`src/rtl/pc_fetch_ctrl.sv`:
```
`timescale 1ns/1ps
// Fetch-stage sequencer: owns the PC register controls, runs the imem req/ack
// handshake, fills IF/ID through a one-deep skid buffer and drops stale fetches.
module pc_fetch_ctrl #(
  parameter logic [31:0] RESET_VECTOR = 32'hBFC00000,
  parameter logic [31:0] EXC_VECTOR   = 32'hBFC00380
) (
  input  logic        clk,
  input  logic        rst,
  input  logic        stall,
  input  logic        exc_req,
  input  logic        eret_req,
  input  logic [31:0] epc,
  input  logic        redirect_valid,
  input  logic [31:0] redirect_target,
  input  logic [31:0] pc_q,
  output logic [31:0] pc_d,
  output logic        pc_ce,
  output logic        imem_req,
  output logic [31:0] imem_addr,
  input  logic        imem_ack,
  input  logic [31:0] imem_rdata,
  output logic        if_valid,
  output logic [31:0] if_pc,
  output logic [31:0] if_instr
);

  typedef enum logic [1:0] {BOOT, FETCH, HOLD, FLUSH} state_t;

  state_t      state_reg;
  logic [31:0] req_addr_reg;
  logic [31:0] skid_instr_reg;
  logic [31:0] skid_pc_reg;

  logic        redir;
  logic [31:0] redir_target;
  logic        fetch_ack;
  logic [31:0] pc_inc;

  always_comb begin
    redir = exc_req | eret_req | redirect_valid;
    if (exc_req)
      redir_target = EXC_VECTOR;
    else if (eret_req)
      redir_target = epc;
    else
      redir_target = redirect_target;
  end

  assign fetch_ack = (state_reg == FETCH) && imem_ack;
  assign pc_inc    = pc_q + 32'd4;

  // FLUSH keeps presenting the abandoned address until the memory answers it.
  assign imem_req  = (state_reg == FETCH) || (state_reg == FLUSH);
  assign imem_addr = (state_reg == FLUSH) ? req_addr_reg : pc_q;
  assign pc_ce     = redir || fetch_ack;

  always_comb begin
    if (redir)
      pc_d = redir_target;
    else if (fetch_ack)
      pc_d = pc_inc;
    else
      pc_d = pc_q;
  end

  always_ff @(posedge clk or posedge rst) begin
    if (rst) begin
      state_reg      <= BOOT;
      if_valid       <= 1'b0;
      if_instr       <= 32'd0;
      if_pc          <= RESET_VECTOR;
      skid_instr_reg <= 32'd0;
      skid_pc_reg    <= RESET_VECTOR;
      req_addr_reg   <= RESET_VECTOR;
    end else if (redir) begin
      if_valid <= 1'b0;
      if (state_reg == FETCH && !imem_ack) begin
        req_addr_reg <= pc_q;
        state_reg    <= FLUSH;
      end else if (state_reg == FLUSH && !imem_ack) begin
        state_reg <= FLUSH;
      end else begin
        state_reg <= FETCH;
      end
    end else begin
      case (state_reg)
        BOOT: state_reg <= FETCH;
        FETCH: begin
          if (imem_ack && !stall) begin
            if_valid <= 1'b1;
            if_instr <= imem_rdata;
            if_pc    <= pc_q;
          end else if (imem_ack) begin
            skid_instr_reg <= imem_rdata;
            skid_pc_reg    <= pc_q;
            state_reg      <= HOLD;
          end else if (!stall) begin
            // Consumed by ID with nothing new behind it: leave a bubble.
            if_valid <= 1'b0;
          end
        end
        HOLD: begin
          if (!stall) begin
            if_valid  <= 1'b1;
            if_instr  <= skid_instr_reg;
            if_pc     <= skid_pc_reg;
            state_reg <= FETCH;
          end
        end
        FLUSH: begin
          if (imem_ack)
            state_reg <= FETCH;
        end
        default: state_reg <= BOOT;
      endcase
    end
  end

endmodule

```
`config.mk`:
```
export PLATFORM = sky130hd
export DESIGN_NAME = pc_fetch_ctrl
export DESIGN_NICKNAME = d
export VERILOG_FILES = /design/src/rtl/pc_fetch_ctrl.sv
export SDC_FILE = /design/constraint.sdc
export NUM_CORES = 1
export LEC_CHECK = 0
export BUFFER_PORTS_ARGS = -buffer_cell sky130_fd_sc_hd__buf_2
export CAP_MARGIN = 10
export CORE_AREA = 2 2 131 133
export CTS_CLUSTER_DIAMETER = 100
export DETAILED_ROUTE_END_ITERATION = 10
export DIE_AREA = 0 0 133 135
export PLACE_DENSITY = 0.82
export SLEW_MARGIN = 10
export SYNTH_ARGS = -nofsm -noshare
export SYNTH_HDL_FRONTEND = slang
export SYNTH_SLANG_ARGS = --single-unit
```
`constraint.sdc`:
```
create_clock -name clk -period 6.46 [get_ports clk]
set_clock_uncertainty 0.2 [all_clocks]
set_input_delay 0.969 -clock clk [delete_from_list [all_inputs] [get_ports clk]]
set_output_delay 0.969 -clock clk [all_outputs]
set_load 0.02 [all_outputs]
```
==> impl_results.md <==
- Async SR Flop Fraction: 100.0%
- Grt met1 use: 32.42%
- H-tree lvl count: 4
- Pre-Repair DR Iteration Count: 5
- Most used DFF post-synth: dfrtp_1
- Cell-internal power: 2170 µW
- TNS Setup: 0 ps
- WP data required: 5290 ps
- Tmin final: 4180 ps
- EDFF count, synth: 0
- Slew Viols, Final: 0
- CTS tree: yes
- Vias in the first global route: 6524
- Switching pwr: 1038 µW
- CTS Buffer Depth: 2
- Critical-path top delay cell: or3_1
- Core outline area: 16410 µm²
- N_diodes: 0
- Fraction of power spent switching nets: 32.37%
- Worst slew pin tran: 1018 ps
- Routed Antenna Nets: 0
- Initial core utilization: 51.54%
- Root buffer selected by CTS: clkbuf_16
- HP Class: reg2reg
- CP peak stage delay: 750 ps
- Yosys reg bits: 163
- Peak VDD IR: 0.1719 mV
- Yosys warnings: 0
- Die Area: 17960 µm²
- CP cell instances: buf_2 -> buf_4 -> or3_1 -> or4_1 -> nand3_1 -> buf_2
- Fin crit share: 64.70%
- Final setup fails: 0
- Static leakage: 0.005284 µW
- Hold buffer count at cts: 0
- Reg power frac: 43.3%
- WL per Instance: 18.72 µm
- Critical path's most frequent cell: buf_2
- Reg clk slew, reported paths: 60 ps
- Data arrival time of the worst path: 3010 ps
- Most Crowded Layer GR: met2
- Gr usage total: 24.90%
- Netlist cell types: 43
- Cts repair resizes: 0
- Status: finished clean
- RSZ-0062 raised after global routing: false
- Area leader, netlist: dfrtp_1
- Slew HR: 32.05%
- Top-count cell post-synth: dfrtp_1
- CTS Sinks: 163
- Layout area overhead: 22.59%
- Row count: 47
- CTS buffer count: 17
- DR vias: 6708
- First-pass GRT wire length: 34960 µm
- Layout cells sized above 1: 47.46%
- Final HPWL DP: 15700 µm
- Syn Inst Count: 747
- Post-Layout Cell Count: 1206
- PwrDens: 309.5 nW/µm²
- Die X: 133 µm
- Via density: 5.562
- Post-CTS setup buffer count: 0
- Met2 global-route usage: 40.85%
- Worst-skew pair later-pin latency: 420 ps
- GR Layer Usage met3: 5.180%
- PortBufs: 265
- MaxCap Viol Count: 0
- Critical path class: in2out
- Avg Inst Size Synth: 11.32 µm²
- Final wirelength: 22580 µm
- Synth top area cells: dfrtp_1, mux2_2, mux2i_1
- Top post-synthesis cells by count: dfrtp_1, mux2_2, mux2i_1, nor2_1, a21oi_1
- Post-route DRC: 0
- Combinational power share: 25.6%
- Initial antenna violation count: 0
- Die Y: 135 µm
- I/O pin cnt: 266
- Crit path capture type: output pin
- Critical Path Start Type: input port
- Drt first-iter violations: 471
- Post-synth top area share: 40.24%
- Clk network pwr share: 31.0%
- Seq/Total Area, Yosys: 48.63%
- Mapped Area: 8457 µm²
- Congestion Overflow GR: 0
- Fmax achieved: 0.2392 GHz
- Layout net count: 1109
- Routability Congestion: 0.8670
- Placed cells: 1174
- Fill count: 1318
- Final hold vios: 0
- Crit path max fanout: 39
- Syn nets: 883
- Largest net degree at the start of global routing: 114
-- layout by cell type (no fill, tap or decap), types with 3 or more instances in the layout --
master     instances
nor2_1            83
inv_6              3
mux2_2           127
buf_2            265
inv_8              4
inv_1              7
o21ai_0            6
dfrtp_1          136
nand3_1           20
o22ai_1           16
clkinv_4           3
dfstp_2           27
xor2_1            22
buf_4              5
xnor2_1            5
mux2i_1           91
nand2_1           11
a21oi_1           76
nand4_1            8
nor4_1             4
clkbuf_16         17
and3_1             5
a22oi_1            8
-- worst paths after layout --
kind | cells past startpoint | startpoint | end | slack (ps)
max in group asynchronous | 3 | rst | if_pc[12] | 4250
max reg2reg | 3 | state_reg[0] | skid_instr_reg[5] | 3680
min | 2 | skid_pc_reg[13] | skid_pc_reg[13] | 300
min reg2reg | 2 | skid_pc_reg[13] | skid_pc_reg[13] | 300
max | 6 | eret_req | pc_d[30] | 2280
min in group asynchronous | 2 | rst | if_instr[15] | 550
-- logic make-up after synthesis --
logic type | after synthesis | share of synthesized area, %
buf+inv | 71 | 4.453
xor+xnor | 27 | 2.796
mux | 218 | 27.68
compound gates | 113 | 7.442
simple gates | 154 | 8.848
flops | 163 | 48.63
fa+ha+maj | 1 | 0.1479
-- area by class of cell --
class                           count  area, µm²  area share, %
Clock buffer                       18      439.2          4.236
Multi-Input combinational cell    513       3998          38.56
Tap cell                          220      275.3          2.655
Clock inverter                     14      143.9          1.388
Sequential cell                   163       4113          39.67
Inverter                            8      35.03         0.3379
Timing Repair Buffer              270       1364          13.15
-- stage by stage --
step / hold WS, ps / setup WS [ps] / total power, µW / instance area [µm²] / util [%]
after floorplan: 246.0 / 930.7 / 1927 / 8457 / -
after global placement: 266.0 / 2301 / 2193 / 9784 / 59.64
after detailed placement: 284.3 / 2289 / 2232 / 9784 / 59.64
after CTS: 302.6 / 2289 / 3233 / 10370 / 63.19
after global routing: 314.3 / 2154 / 3357 / 10370 / 63.19
final: 303.9 / 2280 / 3208 / 10370 / 63.19
-- worst max-delay path, delay by kind of cell --
kind | cells | cell delay (ps)
AND/OR/NAND/NOR | 3 | 1450
buffers and inverters | 3 | 570
-- power groups by stage --
stage	Sequential, µW	Combinational [µW]	Clock, µW
2_1_floorplan	1520	407	0
6_report	1390	823	996
4_1_cts	1390	830	1010
3_3_place_gp	1390	803	0
5_1_grt	1420	887	1050
3_5_place_dp	1410	825	0
-- metal layers --
layer	vias to the layer above	part of all wire, %
li1	3115	-
met1	3296	42
met2	255	49
met3	42	5.8
met4	0	2.9
met5	-	0
Note: power is estimated with default switching activity, not from simulation.
